File: config.mk
export PLATFORM = sky130hd
export DESIGN_NAME = bpu_bht
export DESIGN_NICKNAME = d
export VERILOG_FILES = /design/src/rtl/bpu_bht.sv
export SDC_FILE = /design/constraint.sdc
export NUM_CORES = 1
export LEC_CHECK = 0
export CORE_MARGIN = 1.5
export CORE_UTILIZATION = 55
export DETAILED_ROUTE_END_ITERATION = 8
export PLACE_DENSITY = 0.8
export SLEW_MARGIN = 10
export SYNTH_ARGS = -nofsm -noshare
export SYNTH_HDL_FRONTEND = slang
export SYNTH_SLANG_ARGS = --single-unit
File: constraint.sdc
create_clock -name clk -period 10.67 [get_ports clk]
set_clock_uncertainty 0.2 [all_clocks]
set_input_delay 1.6005 -clock clk [delete_from_list [all_inputs] [get_ports clk]]
set_output_delay 1.6005 -clock clk [all_outputs]
set_load 0.02 [all_outputs]
File: src/rtl/bpu_bht.sv
// bpu_bht: bimodal/gshare branch history table of 2-bit counters producing a zero-latency next-PC prediction
module bpu_bht #(
    parameter int         XLEN     = 32,
    parameter int         BHT_IDX  = 6,
    parameter int         MODE     = 0,
    parameter int         GHR_LEN  = 6,
    parameter logic [1:0] CNT_INIT = 2'b01
) (
    input  logic               clk,
    input  logic               rst,
    input  logic [XLEN-1:0]    pc,
    input  logic [31:0]        imm,
    input  logic [6:0]         opcode,
    output logic [XLEN-1:0]    pc_pred,
    output logic               pred_taken,
    output logic [BHT_IDX-1:0] pred_idx,
    input  logic               upd_valid,
    input  logic [BHT_IDX-1:0] upd_idx,
    input  logic               upd_taken,
    input  logic               upd_mispred,
    output logic [31:0]        mispred_cnt
);
    localparam logic [6:0] OPCODE_JAL    = 7'b1101111;
    localparam logic [6:0] OPCODE_BREACH = 7'b1100011;

    logic [1:0]         bht [2**BHT_IDX];
    logic [GHR_LEN-1:0] ghr;
    logic [BHT_IDX-1:0] pc_idx;
    logic [XLEN-1:0]    imm_x;
    logic [1:0]         cur;

    always_comb begin
        pc_idx     = pc[BHT_IDX+1:2];
        pred_idx   = (MODE == 1) ? (pc_idx ^ BHT_IDX'(ghr)) : pc_idx;
        imm_x      = XLEN'($signed(imm));
        pred_taken = (opcode == OPCODE_JAL) | ((opcode == OPCODE_BREACH) & bht[pred_idx][1]);
        pc_pred    = pred_taken ? pc + imm_x : pc + XLEN'(4);
        cur        = bht[upd_idx];
    end

    // Training is non-speculative: the read side never sees this cycle's write
    always_ff @(posedge clk or posedge rst) begin
        if (rst) begin
            for (int i = 0; i < 2**BHT_IDX; i++) bht[i] <= CNT_INIT;
            ghr         <= '0;
            mispred_cnt <= '0;
        end else if (upd_valid) begin
            bht[upd_idx] <= upd_taken ? ((cur == 2'b11) ? cur : cur + 2'b01)
                                      : ((cur == 2'b00) ? cur : cur - 2'b01);
            ghr          <= GHR_LEN'({ghr, upd_taken});
            if (upd_mispred && mispred_cnt != '1) mispred_cnt <= mispred_cnt + 32'd1;
        end
    end
endmodule
# Word level (Yosys, flattened, before mapping)
# Cells that the tools add are included.
# word_totals
out_inout_bits	71
regBits	160
# op_classes
n_eq_ne	4
bitwise	4
addsub	5
n_mux	13
magnitude_cmp	3
n_reduce_logical	4
# ops
op	count
$bwmux W128	1
$add A32 B1 Y32 const B	1
$add A32 B3 Y32 const B	1
$add A32 B32 Y32	1
$mux W32	1
$ne A32 B32 Y1 const B	1
$bmux W2 S6	2
$mux W2	8
$eq A7 B7 Y1 const B	2
$ge A7 B7 Y1 const B	2
$not A6 Y7	2
$demux W2 S6	1
$lt A7 B1 Y1 const B	1
$add A2 B1 Y2 const B	1
$eq A2 B2 Y1 const B	1
$logic_and A1 B1 Y1	2
$logic_not A2 Y1	1
$reduce_and A2 Y1	1
$sub A2 B1 Y2 const B	1
$and A1 B1 Y1	1
$or A1 B1 Y1	1

# Depth between registers and ports, before layout
# Gate-level depths: netlist of the first run.
# logic_depth
ltp_word	8
mapped_depth	12
ltp_nobuf	11

# Least setup slack after synthesis of the first run
# OpenSTA, ideal clock, no wires.
# synth_path
path_kind	input to output
from	in pc[5]
to	out pc_pred[31]
setup_slack_ns	4.806
path_stages	10
path_buffers	0
arrival_time_ns	4.064
required_ns	8.870
path_cell_list	ha_1 -> a21oi_1 -> o221ai_1 -> a221oi_1 -> a211oi_1 -> o21ai_0 -> a311o_1 -> mux2i_1 -> a31oi_1 -> xor2_1
# synth_between
elab_chain_cells	7
word_cells_on_any_way	9
classes_between	2 x add/sub; 4 x mux; 3 x bitwise
# synth_rtl
element	line	source
start: declaration	11	input logic [XLEN-1:0] pc,
$not A6 Y7 (not written as such)	36	pred_taken = (opcode == OPCODE_JAL) | ((opcode == OPCODE_BREACH) & bht[pred_idx][1]);
$bmux W2 S6	36	
$mux W2 (not written as such) (2 in series)	36	
$and A1 B1 Y1	36	
$or A1 B1 Y1	36	
$mux W32 (*)	37	pc_pred = pred_taken ? pc + imm_x : pc + XLEN'(4);
end: declaration	14	output logic [XLEN-1:0] pc_pred,
# Mark *: on every way between the ends. The rest lies on a longest branch, timed or not. The select of a mux whose other input is x is not followed.

# Worst setup path in the final report of the first run
# layout_path
from	in pc[2]
to	out pc_pred[31]
# Same word-level chain as after synthesis.

==> flow_metrics.tcl, run 1 <==
set metrics [dict create \
    status "completed" \
    min_from "mispred_cnt[28]$_DFFE_PP0P_" \
    ys_ff_latch 160 \
    io_buffers 152 \
    grt_pass1_vias 8527 \
    synthesis.instances 1028 \
    cts_setup_buffers 0 \
    io_pins 153 \
    cts-root-buf "clkbuf_16" \
    cts_hold_buf 0 \
    die_w_um 142 \
    maxSlewHeadroom 0.250 \
    drc_errors 0 \
    synth.net_count 1144 \
    use_met3 0.0596 \
    met2_usage 0.452 \
    worstPathArrival_ps 5690 \
    grt.busiest_layer "met2" \
    final_common_cell "clkdlybuf4s50_1" \
    drt-initial-drc-count 635 \
    hpwl_um 18900 \
    multiInputGateArea_mm2 0.00629 \
    area_delta_synth_final_pct 20.8 \
    seqCellArea_mm2 0.00408 \
    fin_nets 1266 \
    num_vias 8624 \
    setup_violations 0 \
    start_kind "input port" \
    cts_tree "done" \
    yosysTopAreaCell "dfrtp_1" \
    critPathMaxStageDelay_ps 640 \
    globalplace.congestion 0.857 \
    setup_ws_ps 3180 \
    cts_resized 0 \
    yosysSeqAreaShare 0.383 \
    critPathSlowestCell "a221oi_1" \
    grt_antenna_before_repair 0 \
    fmaxAchievable_mhz 134 \
    hold_viol 0 \
    grt_setup_unrepaired "no" \
    hold_class "flip-flop to flip-flop" \
    yosys_warnings 0 \
    grt-ovfl-total 0 \
    num_antenna_cells 0 \
    coreArea_mm2 0.0189 \
    htree_levels 4 \
    async_flop_share 1.00 \
    dp_slack_ps 3270 \
    leakage_uw 0.00535 \
    critPathMaxFanout 24 \
    required_ps 8870 \
    synth.area.top_cells "dfrtp_1 23%, dfstp_2 16%, mux2_2 15%, mux4_2 6.5%, xnor2_1 4.2%" \
    drive_above_1_share 0.250 \
    ant_nets 0 \
    cts_buffers 17 \
    ys.flop_type "dfrtp_1" \
    initial_core_util 0.565 \
    p_per_area_mw_per_mm2 137 \
    crit_buf_inv 3 \
    track_usage 0.279 \
    mostFrequentLayoutCells "149 x clkdlybuf4s50_1, 141 x mux2_2, 103 x nand2_1" \
    startpoint "pc[2]" \
    reg2reg_from "bht[48]$_DFFE_PP1P_" \
    wirelength_um 27400 \
    postSynthAreaPerCell_um2 10.4 \
    post_drt_via_cell_ratio 6.06 \
    finalCritPeriodShare 0.702 \
    cts_max_path_buffers 2 \
    n_fill_cell 1400 \
    grt_pass1_wl_um 44100 \
    die_h_um 142 \
    crit_family "compound AO/OA/AOI/OAI gates" \
    crit_path_end_kind "primary output" \
    synth-edff-count 0 \
    synth_area_mm2 0.0107 \
    cts_num_sinks 160 \
    grt_use_met1 0.377 \
    post-route-min-period_ps 7490 \
    regToRegSetupSlack_ps 7150 \
    finalMaxSlewViolations 0 \
    cp_cell_sequence "clkdlybuf4s50_1 -> buf_4 -> ha_1 -> o21ai_0 -> o21bai_1 -> a221oi_1 -> a211oi_1 -> o21ai_0 -> a311o_1 -> mux2i_1 -> a31oi_1 -> xor2_1 -> clkdlybuf4s50_1" \
    synth_top_area_share 0.225 \
    worst_pin_slew_ps 1120 \
    fin_tns_setup_ps 0 \
    std_cell_rows 50 \
    path_clk_slew_ps 60 \
    die-area_mm2 0.0203 \
    wl_per_cell_um 19.3 \
    grt_max_degree 104 \
    ir_drop_mv 0.135 \
    cap_violations 0 \
    clk_latency_ps 440 \
    critPathKind "input port to primary output" \
    synth_cell_types 60 \
    detail_route.first_pass.iterations 5 \
]
-- synthesized netlist by cell type (all sizes together) (4+ instances only) --
cell type and n:
a211oi 5, a21o 17, a21oi 43, a221oi 5, a22oi 13, a31oi 9
and2 6, and3 10, and4 5, buf 36, clkbuf 22, dfrtp 96
dfstp 64, ha 33, inv 13, mux2 141, mux2i 31, mux4 31
nand2 103, nand2b 5, nand3 31, nand4 16, nor2 88, nor2b 16
nor3 13, o211ai 4, o21a 4, o21ai 32, o22ai 7, or2 4
or3 4, xnor2 51, xor2 35
-- state kept, by name, summed over array words and instances, names as in the netlist --
| register | count |
|---|---|
| mispred_cnt | 32 |
| bht | 128 |
-- through the flow --
stage          power, µW  cell area, µm²  std cells  utilization  hold slack [ps]
6_report            1770           12900       1423        0.683              290
5_1_grt             1840           12900       1423        0.683              313
4_1_cts             1770           12900       1423        0.683              292
3_5_place_dp        1170           12300       1391        0.652              281
3_3_place_gp        1160           12300       1391        0.652              271
2_1_floorplan       1030           10700       1028            -              291
-- layout make-up --
cell class	count	share of cell area
flip-flops and latches	160	0.317
clock inverters	14	0.0115
well taps	260	0.0252
inverters	13	0.00417
multi-input cells	797	0.487
clock buffers	18	0.0333
repair buffers	161	0.122
-- path summary, 6_finish.rpt --
check	endpoint	depth (start not counted)
max in group asynchronous	bht[33]$_DFFE_PP0P_	3
worst min-delay path	mispred_cnt[28]$_DFFE_PP0P_	1
worst max-delay path	pc_pred[31]	13
worst min register to register	mispred_cnt[28]$_DFFE_PP0P_	1
min in group asynchronous	bht[1]$_DFFE_PP0P_	2
worst max register to register	bht[71]$_DFFE_PP0P_	9
-- per-layer routing --
metal / part of all wire / vias to the layer above
met5: 0 / -
met4: 0.020 / 0
met3: 0.077 / 57
met2: 0.47 / 391
met1: 0.43 / 4195
li1: - / 3981
-- logic make-up after synthesis --
kind of cell    share of synthesized area
compound gates                     0.0936
flops                               0.383
mux                                 0.243
buf+inv                            0.0297
simple gates                        0.138
fa+ha+maj                          0.0427
xor+xnor                           0.0705
-- report_power, final --
part	leakage (µW)	switching, µW	internal (µW)	total [µW]
registers	0.00198	48.7	703	751
clock network	0.000280	271	329	600
logic	0.00309	213	204	417
total	0.00535	533	1240	1770
Power figures use the tool's default switching activity.
==> run 2, diff against run 1 <==
==> constraint.sdc (replaced) <==
create_clock -name clk -period 7.2 [get_ports clk]
set_clock_uncertainty 0.2 [all_clocks]
set_input_delay 1.08 -clock clk [delete_from_list [all_inputs] [get_ports clk]]
set_output_delay 1.08 -clock clk [all_outputs]
set_load 0.02 [all_outputs]
==> run 2 against run 1 <==
  * Combinational power up 49%
  * Worst hold slack about the same
  * Critical path depth rose by 1
==> flow_metrics.tcl, run 2 (synthesized netlist as in run 1, its figures left out) <==
set metrics [dict create \
    status "completed" \
    io_buffers 152 \
    critPathMaxFanout 24 \
    die-area_mm2 0.0203 \
    worst_pin_slew_ps 1100 \
    finalMaxSlewViolations 0 \
    fmaxAchievable_mhz 161 \
    cp_cell_sequence "clkdlybuf4s50_1 -> buf_4 -> ha_1 -> o21ai_0 -> o21bai_1 -> a221oi_1 -> buf_4 -> a211oi_1 -> o21ai_0 -> a311o_1 -> mux2i_1 -> a31oi_1 -> xor2_1 -> clkdlybuf4s50_1" \
    p_per_area_mw_per_mm2 204 \
    pwr-share-comb 0.235 \
    cts_setup_buffers 0 \
    post-place-cells 1392 \
    cts_max_path_buffers 2 \
    maxSlewHeadroom 0.269 \
    cts-root-buf "clkbuf_16" \
    hpwl_um 19800 \
    crit_path_end_kind "primary output" \
    critPathMaxStageDelay_ps 620 \
    num_vias 8642 \
    grt-ovfl-total 0 \
    ant_nets 0 \
    drt-initial-drc-count 631 \
    std_cell_rows 50 \
    hold_viol 0 \
    io_pins 153 \
    coreArea_mm2 0.0189 \
    cts_hold_buf 0 \
    largest_reg_flops 128 \
    globalplace.congestion 0.889 \
    cts_tree "done" \
    initial_core_util 0.565 \
    drc_errors 0 \
    stdcell_count 1424 \
    critPathSlowestCell "clkdlybuf4s50_1" \
    wirelength_um 28300 \
    swShare 0.315 \
    seq_power_share 0.423 \
    crit_buf_inv 4 \
    leakage_uw 0.00536 \
    ir_drop_mv 0.213 \
    final_common_cell "clkdlybuf4s50_1" \
    cts_resized 0 \
    die_h_um 142 \
    htree_levels 4 \
    start_kind "input port" \
    cap_violations 0 \
    cts_num_sinks 160 \
    path_clk_slew_ps 70 \
    seqCellArea_mm2 0.00408 \
    die_w_um 142 \
    grt_antenna_before_repair 0 \
    hold_class "flip-flop to flip-flop" \
    num_antenna_cells 0 \
    fin_nets 1267 \
    grt_setup_unrepaired "no" \
    post-route-min-period_ps 6200 \
    grt_pass1_vias 8643 \
    area_delta_synth_final_pct 21.1 \
    post_drt_via_cell_ratio 6.07 \
    worstPathArrival_ps 4920 \
    finalCritPeriodShare 0.861 \
    clk_latency_ps 450 \
    reg_top3 "bht: 128 flops, mispred_cnt: 32 flops" \
    grt_max_degree 90 \
    multiInputGateArea_mm2 0.00629 \
    n_fill_cell 1447 \
    crit_family "buffers and inverters" \
    p_int_uw 1810 \
    wl_per_cell_um 19.9 \
    fin_tns_setup_ps 0 \
    critPathKind "input port to primary output" \
    required_ps 5920 \
    setup_violations 0 \
    p_sw_uw 830 \
    mostFrequentLayoutCells "149 x clkdlybuf4s50_1, 141 x mux2_2, 103 x nand2_1" \
    grt_pass1_wl_um 45700 \
    drive_above_1_share 0.253 \
    cts_buffers 17 \
    clkPwrFrac 0.342 \
    regMostFlops "bht" \
    detail_route.first_pass.iterations 5 \
    track_usage 0.289 \
]
-- run 2: path summary, 6_finish.rpt --
path / start / slack [ps] / endpoint / cells past startpoint
setup reg to reg: bht[48]$_DFFE_PP1P_ / 3700 / bht[75]$_DFFE_PP0P_ / 9
setup / recovery: pc[2] / 1000 / pc_pred[31] / 14
hold reg to reg: mispred_cnt[28]$_DFFE_PP0P_ / 290 / mispred_cnt[28]$_DFFE_PP0P_ / 1
max in group asynchronous: rst / 4460 / bht[105]$_DFFE_PP0P_ / 3
min in group asynchronous: rst / 950 / mispred_cnt[24]$_DFFE_PP0P_ / 2
hold / removal: mispred_cnt[28]$_DFFE_PP0P_ / 290 / mispred_cnt[28]$_DFFE_PP0P_ / 1
-- run 2: worst reg2reg max path: stages (launching register included) --
cell and delay (ps):
dfstp_2 370, mux2_2 260, a22oi_1 140, nand2_1 80
o21ai_0 130, o21ai_0 160, a221o_1 430, or4_1 420
maj3_2 720, mux2_2 480
-- run 2: metrics by stage --
step,cell area [µm²],hold slack (ps),setup slack [ps],utilization,power [µW]
floorplan,10700,291,1710,-,1520
global placement,12300,272,1150,0.653,1720
detailed placement,12300,275,1060,0.653,1740
CTS,12900,291,1030,0.684,2650
global route,12900,311,809,0.684,2750
finish,12900,290,1000,0.684,2640
-- run 2: per-layer routing --
| layer | global-route usage | up-vias | wire (µm) |
|---|---|---|---|
| li1 | - | 3978 | - |
| met1 | 0.393 | 4208 | 11900 |
| met2 | 0.468 | 392 | 13500 |
| met3 | 0.0616 | 64 | 2320 |
| met4 | 0.0830 | 0 | 547 |
| met5 | 0 | - | 0 |
-- run 2: area by class of cell --
class,instances,area share
clock buffers,17,0.0329
clock inverters,15,0.0129
inverters,13,0.00416
multi-input cells,797,0.487
flip-flops and latches,160,0.316
well taps,260,0.0252
repair buffers,162,0.122
-- run 2: power by group through the flow --
stage               clock network [µW]  logic [µW]  registers (µW)
finish                             903         621            1120
global route                       949         672            1130
CTS                                911         621            1110
detailed placement                   0         616            1130
global placement                     0         602            1120
floorplan                            0         402            1120
==> run 3, diff against run 2 <==
--- a/config.mk
+++ b/config.mk
@@ -8,7 +8,9 @@
 export CORE_MARGIN = 1.5
 export CORE_UTILIZATION = 55
 export DETAILED_ROUTE_END_ITERATION = 8
+export MAX_ROUTING_LAYER = met4
 export PLACE_DENSITY = 0.8
+export SKIP_CTS_REPAIR_TIMING = 1
 export SLEW_MARGIN = 10
 export SYNTH_ARGS = -nofsm -noshare
 export SYNTH_HDL_FRONTEND = slang
==> run 3 against run 2 <==
  * Sequential share of layout area is the same
  * Sequential power is essentially flat
  * Fmax grew 0.13%
  * Clock power is essentially flat
  * Wire length is essentially flat
  * Register-to-register slack is essentially flat
  * Cell area is the same
  * Via count grew 0.86%
  * First-iteration DRC count shrank 4.3%
  * Clock-buffer cell count is the same
  * Combinational power is essentially flat
  * Total power is essentially flat
  * Critical path type unchanged
  * Critical endpoint unchanged
==> flow_metrics.tcl, run 3 (synthesized netlist as in run 1, its figures left out) <==
set metrics [dict create \
    status "completed" \
    reg2reg_from "bht[48]$_DFFE_PP1P_" \
    post-route-min-period_ps 6190 \
    clkPwrFrac 0.342 \
    worstPathArrival_ps 4910 \
    htree_levels 4 \
    hold_viol 0 \
    final_common_cell "clkdlybuf4s50_1" \
    grt_max_degree 90 \
    num_antenna_cells 0 \
    regMostFlops "bht" \
    hpwl_um 19800 \
    drive_above_1_share 0.253 \
    cts_num_sinks 160 \
    grt_antenna_before_repair 0 \
    p_int_uw 1810 \
    start_kind "input port" \
    io_buffers 152 \
    largest_reg_flops 128 \
    drc_errors 0 \
    reg_top3 "bht: 128 flops, mispred_cnt: 32 flops" \
    die_w_um 142 \
    crit_path_end_kind "primary output" \
    cts_max_path_buffers 2 \
    pwr-share-comb 0.236 \
    clk_latency_ps 440 \
    power_uw 2640 \
    std_cell_rows 50 \
    wirelength_um 28300 \
    leakage_uw 0.00536 \
    p_sw_uw 830 \
    swShare 0.315 \
    grt_pass1_vias 8661 \
    finalMaxSlewViolations 0 \
    place_area_mm2 0.0123 \
    post_drt_via_cell_ratio 6.12 \
    globalplace.congestion 0.905 \
    die_h_um 142 \
    fin_area_mm2 0.0129 \
    initial_core_util 0.565 \
    critPathMaxFanout 24 \
    mostFrequentLayoutCells "149 x clkdlybuf4s50_1, 141 x mux2_2, 103 x nand2_1" \
    startpoint "pc[2]" \
    num_vias 8716 \
    area_delta_synth_final_pct 21.1 \
    coreArea_mm2 0.0189 \
    grt_pass1_wl_um 45600 \
    setup_violations 0 \
    critPathKind "input port to primary output" \
    min_from "mispred_cnt[28]$_DFFE_PP0P_" \
    worst_pin_slew_ps 1110 \
    ant_nets 0 \
    die-area_mm2 0.0203 \
    cts_buffers 17 \
    cts_tree "done" \
    drt-initial-drc-count 604 \
    grt-ovfl-total 0 \
    required_ps 5920 \
    ir_drop_mv 0.213 \
    fmaxAchievable_mhz 162 \
    cap_violations 0 \
    finalCritPeriodShare 0.860 \
    fin_tns_setup_ps 0 \
    seq_power_share 0.423 \
    path_clk_slew_ps 70 \
    detail_route.first_pass.iterations 6 \
    fin_nets 1267 \
    grt_setup_unrepaired "no" \
    track_usage 0.298 \
    maxSlewHeadroom 0.257 \
    hold_class "flip-flop to flip-flop" \
    io_pins 153 \
    p_per_area_mw_per_mm2 204 \
    cts-root-buf "clkbuf_16" \
    wl_per_cell_um 19.9 \
]
## run 3: cell counts in the layout (fill, tap and decap cells not counted)
Identical to the previous run, type by type.
## run 3: final timing paths
path / end / depth (start not counted) / slack [ps]
max: pc_pred[31] / 14 / 1010
min: mispred_cnt[28]$_DFFE_PP0P_ / 1 / 290
max reg2reg: bht[75]$_DFFE_PP0P_ / 9 / 3700
min reg2reg: mispred_cnt[28]$_DFFE_PP0P_ / 1 / 290
max in group asynchronous: bht[105]$_DFFE_PP0P_ / 3 / 4450
min in group asynchronous: mispred_cnt[24]$_DFFE_PP0P_ / 2 / 950
## run 3: layout make-up
type | instances | area (µm²)
fill | 1447 | 5960
sequential | 160 | 4080
inverter | 13 | 53.8
clock buffer | 17 | 425
timing repair buffer | 162 | 1580
multi-input combinational | 797 | 6290
clock inverter | 15 | 166
tap | 260 | 325
## run 3: worst max-delay path, stage by stage
cell	delay, ps
clkdlybuf4s50_1	460
buf_4	370
ha_1	290
o21ai_0	110
o21bai_1	260
a221oi_1	130
buf_4	170
a211oi_1	320
o21ai_0	190
a311o_1	390
mux2i_1	130
a31oi_1	210
xor2_1	170
clkdlybuf4s50_1	620
## run 3: through the flow
| step | util | std cells | hold WS (ps) | setup slack, ps |
|---|---|---|---|---|
| 2_1_floorplan | - | 1028 | 291 | 1710 |
| 3_3_place_gp | 0.653 | 1392 | 272 | 1150 |
| 3_5_place_dp | 0.653 | 1392 | 275 | 1060 |
| 4_1_cts | 0.684 | 1424 | 291 | 1030 |
| 5_1_grt | 0.684 | 1424 | 311 | 815 |
| 6_report | 0.684 | 1424 | 290 | 1010 |
## run 3: metal layers
layer / vias up / global-route usage / wire, µm
li1: 3977 / - / -
met1: 4294 / 0.394 / 12100
met2: 391 / 0.468 / 13600
met3: 54 / 0.0626 / 2120
met4: 0 / 0.0803 / 499
met5: - / - / 0
## run 3: power by group through the flow
stage	Combinational, µW	Clock (µW)	Sequential [µW]
global route	672	950	1130
global placement	602	0	1120
detailed placement	616	0	1130
floorplan	402	0	1120
finish	622	902	1120
CTS	621	911	1110
